$ cat src/rtl/alu_pkg.sv
// alu_pkg: FSM state encoding and ALU flag bit positions shared by the divider and the ALU.
package alu_pkg;
   typedef enum logic [1:0] {IDLE, RUN, DONE} div_state_e;
   localparam int OVF   = 0;
   localparam int CARRY = 1;
   localparam int ZERO  = 2;
   localparam int NEG   = 3;
endpackage

$ cat src/rtl/div_step.sv
// div_step: one restoring-division step on {rem, dividend}, compare/subtract done N+1 bits wide.
module div_step #(
   parameter int N = 32
) (
   input  logic [N-1:0] rem_i,
   input  logic [N-1:0] quo_i,
   input  logic [N-1:0] div_i,
   output logic [N-1:0] rem_o,
   output logic [N-1:0] quo_o
);
   logic [N:0] sh;
   logic       ge;
   assign sh    = {rem_i, quo_i[N-1]};
   assign ge    = sh >= {1'b0, div_i};
   assign rem_o = ge ? N'(sh - {1'b0, div_i}) : sh[N-1:0];
   assign quo_o = {quo_i[N-2:0], ge};
endmodule

$ cat src/rtl/seq_divider.sv
// seq_divider: unsigned N-bit sequential restoring divider, one quotient bit per cycle.
module seq_divider
   import alu_pkg::*;
#(
   parameter int N = 32
) (
   input  logic         clk,
   input  logic         rst,
   input  logic         start,
   input  logic [N-1:0] A,
   input  logic [N-1:0] B,
   output logic         busy,
   output logic         done,
   output logic [N-1:0] Q,
   output logic [N-1:0] R,
   output logic [3:0]   flags
);
   localparam int CW = $clog2(N + 1);
   div_state_e state_q, state_d;
   logic [CW-1:0] cnt_q, cnt_d;
   logic [N-1:0] rem_q, rem_d, quo_q, quo_d, div_q, div_d;
   logic [N-1:0] q_q, q_d, r_q, r_d, rem_s, quo_s;
   logic [3:0] flags_q, flags_d;
   logic accept;
   assign accept = start && (state_q != RUN);
   div_step #(.N(N)) u_step (
      .rem_i(rem_q),
      .quo_i(quo_q),
      .div_i(div_q),
      .rem_o(rem_s),
      .quo_o(quo_s)
   );
   always_comb begin
      state_d = state_q;
      cnt_d   = cnt_q;
      rem_d   = rem_q;
      quo_d   = quo_q;
      div_d   = div_q;
      q_d     = q_q;
      r_d     = r_q;
      flags_d = flags_q;
      if (state_q == RUN) begin
         rem_d = rem_s;
         quo_d = quo_s;
         cnt_d = cnt_q - CW'(1);
         if (cnt_q == CW'(1)) begin
            state_d       = DONE;
            q_d           = quo_s;
            r_d           = rem_s;
            flags_d       = '0;
            flags_d[ZERO] = (quo_s == '0);
         end
      end else if (accept && B == '0) begin
         // divide-by-zero skips RUN and reports overflow
         state_d      = DONE;
         q_d          = '1;
         r_d          = A;
         flags_d      = '0;
         flags_d[OVF] = 1'b1;
      end else if (accept) begin
         state_d = RUN;
         quo_d   = A;
         div_d   = B;
         rem_d   = '0;
         cnt_d   = CW'(N);
      end else if (state_q == DONE) begin
         state_d = IDLE;
      end
   end
   always_ff @(posedge clk or posedge rst) begin
      if (rst) begin
         state_q <= IDLE;
         cnt_q   <= '0;
         rem_q   <= '0;
         quo_q   <= '0;
         div_q   <= '0;
         q_q     <= '0;
         r_q     <= '0;
         flags_q <= '0;
      end else begin
         state_q <= state_d;
         cnt_q   <= cnt_d;
         rem_q   <= rem_d;
         quo_q   <= quo_d;
         div_q   <= div_d;
         q_q     <= q_d;
         r_q     <= r_d;
         flags_q <= flags_d;
      end
   end
   assign busy  = (state_q == RUN);
   assign done  = (state_q == DONE);
   assign Q     = q_q;
   assign R     = r_q;
   assign flags = flags_q;
endmodule

$ cat config.mk
export PLATFORM = sky130hd
export DESIGN_NAME = seq_divider
export DESIGN_NICKNAME = d
export VERILOG_FILES = /design/src/rtl/alu_pkg.sv /design/src/rtl/div_step.sv /design/src/rtl/seq_divider.sv
export SDC_FILE = /design/constraint.sdc
export NUM_CORES = 1
export LEC_CHECK = 0
export ABC_CLOCK_PERIOD_IN_PS = 5600
export BUFFER_PORTS_ARGS = -buffer_cell sky130_fd_sc_hd__buf_2
export CAP_MARGIN = 20
export CORE_MARGIN = 3
export CORE_UTILIZATION = 52
export CTS_CLUSTER_SIZE = 40
export DETAILED_ROUTE_END_ITERATION = 12
export GPL_TIMING_DRIVEN = 0
export PLACE_DENSITY_LB_ADDON = 0.15
export SYNTH_ARGS = -nofsm -noshare
export SYNTH_HDL_FRONTEND = slang
export SYNTH_SLANG_ARGS = --single-unit
$ cat constraint.sdc
create_clock -name clk -period 5.6 [get_ports clk]
set_input_delay 1.4 -clock clk [delete_from_list [all_inputs] [get_ports clk]]
set_output_delay 1.4 -clock clk [all_outputs]
set_load 0.05 [all_outputs]
==> impl_metrics.json <==
{
  "fin_crit_sh_pct": 73.87,
  "holdPathEnd": "R[7]$_DFFE_PP0P_",
  "timing.final.hold_violations": 0,
  "io_buffers": 134,
  "cts-root-to-sink-buffers": 2,
  "path_buf_inv": 4,
  "final-seq-area_sq_um": 4254,
  "worst_hold_path.num_cells": 2,
  "hp-class": "flip-flop to flip-flop",
  "finalSetupViolCount": 0,
  "seq_area_frac_synth_pct": 45.12,
  "timing.max_slew.rel_slack_pct": 31.87,
  "place.gp.congestion": 0.9731,
  "worstSetupPathType": "input pin to flip-flop",
  "worst_path_most_repeated_cell": "clkbuf_1",
  "fin_worst_skew_ps": 10.10,
  "layout_nets": 1350,
  "avgSynthCellArea_sq_um": 8.665,
  "worst_path_dominant_cell_family": "simple AND/OR/NAND/NOR gates",
  "status": "finished clean",
  "antenna-diode-count": 0,
  "post-cts-setup-buffers": 0,
  "post_synth_inst_count": 1088,
  "fillerInstances": 1533,
  "syn_area_sq_um": 9428,
  "critical_path.slowest_cell": "nor4_2",
  "crit-reg2reg-launch": "quo_q[31]$_DFFE_PP0P_",
  "max_freq_ghz": 0.2417,
  "holdCritStartpoint": "R[7]$_DFFE_PP0P_",
  "drt-total-wl_mm": 30.33,
  "cts-root-buf": "clkbuf_16",
  "grt_antenna_before_repair": 0,
  "synth_edf_count": 0,
  "cp.arrival_ps": 4430,
  "grt_ovf": 0,
  "setup.worst_path.end_class": "flip-flop",
  "grt_setup_unrepaired": "false",
  "routed-via-count": 8993,
  "setup_total_negative_slack_ps": 0,
  "worst-r2r-cell-count": 12,
  "drive_above_1_share_pct": 16.68,
  "core_area_sq_um": 17540,
  "min_hold_slack_ps": 498.6,
  "overall_die_height_um": 140.7,
  "final-instance-count-excl-fill": 1484,
  "worstMarginPinSlew_ps": 1014,
  "async_reset_ff_share_pct": 100.0,
  "clock_transition_at_path_regs_ps": 80,
  "reg2reg_setup_slack_ps": 2130,
  "max_cap_violations": 0,
  "vias_in_the_first_global_route": 8608,
  "crit_fanout": 10,
  "drt_pre_antenna_iters": 5,
  "route.detailed.wl_per_inst_um": 20.44,
  "largest_net_degree_at_the_start_of_global_routing": 43,
  "die_width_um": 140.7,
  "cts_tree": "built",
  "detail_route.drc_violations": 0,
  "drt_first_iter_violations": 695,
  "worstSetupStartpointType": "input pin",
  "postCtsHoldBufs": 0,
  "route.detailed.vias_per_inst": 6.060,
  "initial_utilization_pct": 53.76,
  "vdd_drop_max_v": 0.0003721,
  "netlist-cell-type-count": 66,
  "cts_made_buffers": 17,
  "timing_max_transition_violations_final": 0,
  "grt_pass1_wl_mm": 47.31,
  "critical_path.reg2reg.endpoint": "rem_q[24]$_DFFE_PP0P_",
  "required_ps": 5900,
  "area_growth_syn_to_layout_pct": 17.70,
  "multi_input_gate_area_in_the_final_layout_sq_um": 4684,
  "cellLeakagePower_nw": 5.012,
  "htreeDepth": 4,
  "place_inst": 1452,
  "synth_top_flop_cell": "dfrtp_1",
  "fin_crit_ps": 4137,
  "largest_incremental_delay_on_the_critical_path_ps": 890,
  "tritoncts_num_sinks": 170,
  "yosys_register_bits": 170,
  "yosysWarnings": 0,
  "post_cts_resize_count": 0,
  "detail_route_antenna_nets": 0,
  "detail_placement_hpwl_mm": 23.62,
  "clk-insertion-delay-late_ps": 440,
  "die_area_sq_um": 19780,
  "ios": 137,
  "pd_cells_nw_per_um2": 758.9,
  "gr-usage-all-layers_pct": 30.64,
  "rows": 48,
  "timing.critical_path.cells": "buf_2 > nor4_1 > nand2_1 > nor4_2 > nand2b_1 > clkbuf_1 > nor2_1 > clkbuf_1 > clkbuf_1 > nand2_1 > o21ai_0"
}
[layout make-up]
type                    count  area share (%)
clock inverters            15           1.838
multi-input cells         802           42.21
flip-flops and latches    170           38.34
repair buffers            138           6.765
clock buffers              17           3.834
well taps                 225           2.537
plain buffers              70           2.853
inverters                  47           1.624
[worst min-delay path: cells and delay by family, from the launching register on]
family	cells	cell delay (ps)
compound gates	1	70
flops	1	340
simple gates	1	50
[cell families after synthesis]
| family | after synthesis | share of synthesized area, % |
|---|---|---|
| AOI/OAI and AO/OA | 309 | 20.81 |
| xor gates and xnor gates | 24 | 2.230 |
| adders and majority gates | 37 | 4.990 |
| buffers and inverters | 117 | 5.229 |
| DFF | 170 | 45.12 |
| muxes | 21 | 2.256 |
| other | 1 | 0.03978 |
| and+or+nand+nor | 409 | 19.32 |
[where the power goes]
group | total (W) | switching, W | leakage, nW | internal (W)
clock | 0.00125 | 0.000596 | 0.301 | 0.000649
sequential | 0.00216 | 0.000398 | 1.94 | 0.00176
combinational | 0.00502 | 0.00334 | 2.77 | 0.00168
[synthesized netlist by cell type, types with 10 or more instances]
library cell / n / area share, %
nor4_1: 22 / 1.5
dfrtp_1: 170 / 45
nor2_1: 102 / 4.1
o21ai_0: 66 / 3.5
clkbuf_1: 49 / 2.0
a31oi_1: 46 / 3.1
o211ai_1: 20 / 1.6
o22ai_1: 18 / 1.2
ha_1: 36 / 4.8
nor3_1: 13 / 0.69
a21oi_1: 80 / 4.2
xnor2_1: 16 / 1.5
nand3_1: 42 / 2.2
buf_2: 13 / 0.69
or3_1: 10 / 0.66
a21o_1: 23 / 1.8
inv_1: 47 / 1.9
nand2_1: 180 / 7.2
mux2i_1: 19 / 2.0
[cell usage in the layout (no fill, tap or decap), drive strengths merged, types with 6 or more instances in the layout]
cell,n
a211oi,6
a21o,23
a21oi,81
a31oi,48
and3,9
buf,159
clkbuf,66
clkinv,7
dfrtp,170
ha,36
inv,52
mux2i,19
nand2,181
nand2b,6
nand3,42
nand4,7
nor2,102
nor3,14
nor4,23
o211ai,21
o21ai,70
o22ai,18
or3,10
xnor2,16
xor2,8
[how the worst max path moves through the flow]
stage | start | to | slack (ps) | depth (start not counted)
floorplan | rst | Q[0]$_DFFE_PP0P_ | 2030 | 1
global placement | rst | rem_q[6]$_DFFE_PP0P_ | 950 | 2
detailed placement | B[26] | div_q[5]$_DFFE_PP0P_ | 1000 | 11
CTS | B[26] | div_q[5]$_DFFE_PP0P_ | 1450 | 11
global route | B[26] | div_q[24]$_DFFE_PP0P_ | 1310 | 11
finish | B[26] | div_q[5]$_DFFE_PP0P_ | 1460 | 11
[layer usage]
layer  up-vias  global-route usage (%)  wire [um]
met5         -                       0          0
met4         0                   12.44        997
met3        62                   5.054       2719
met2       463                   48.84      13760
met1      4291                   41.98      12860
li1       4177                       -          -
[stage by stage]
stage | total power [W] | setup WS [ps] | utilization (%) | area, sq um
floorplan | 0.005761 | 2031 | - | 9435
global placement | 0.006984 | 950.4 | 59.23 | 10390
detailed placement | 0.007079 | 1000 | 59.69 | 10470
CTS | 0.008328 | 1450 | 63.28 | 11100
global route | 0.008977 | 1314 | 63.28 | 11100
finish | 0.008421 | 1463 | 63.28 | 11100
[sequential cells by signal, indices dropped and copies added (netlist names)]
signal   count
rem_q       32
state_q      2
R           32
quo_q       32
flags        2
Q           32
div_q       32
cnt_q        6
Note: power is estimated with default switching activity, not from simulation.
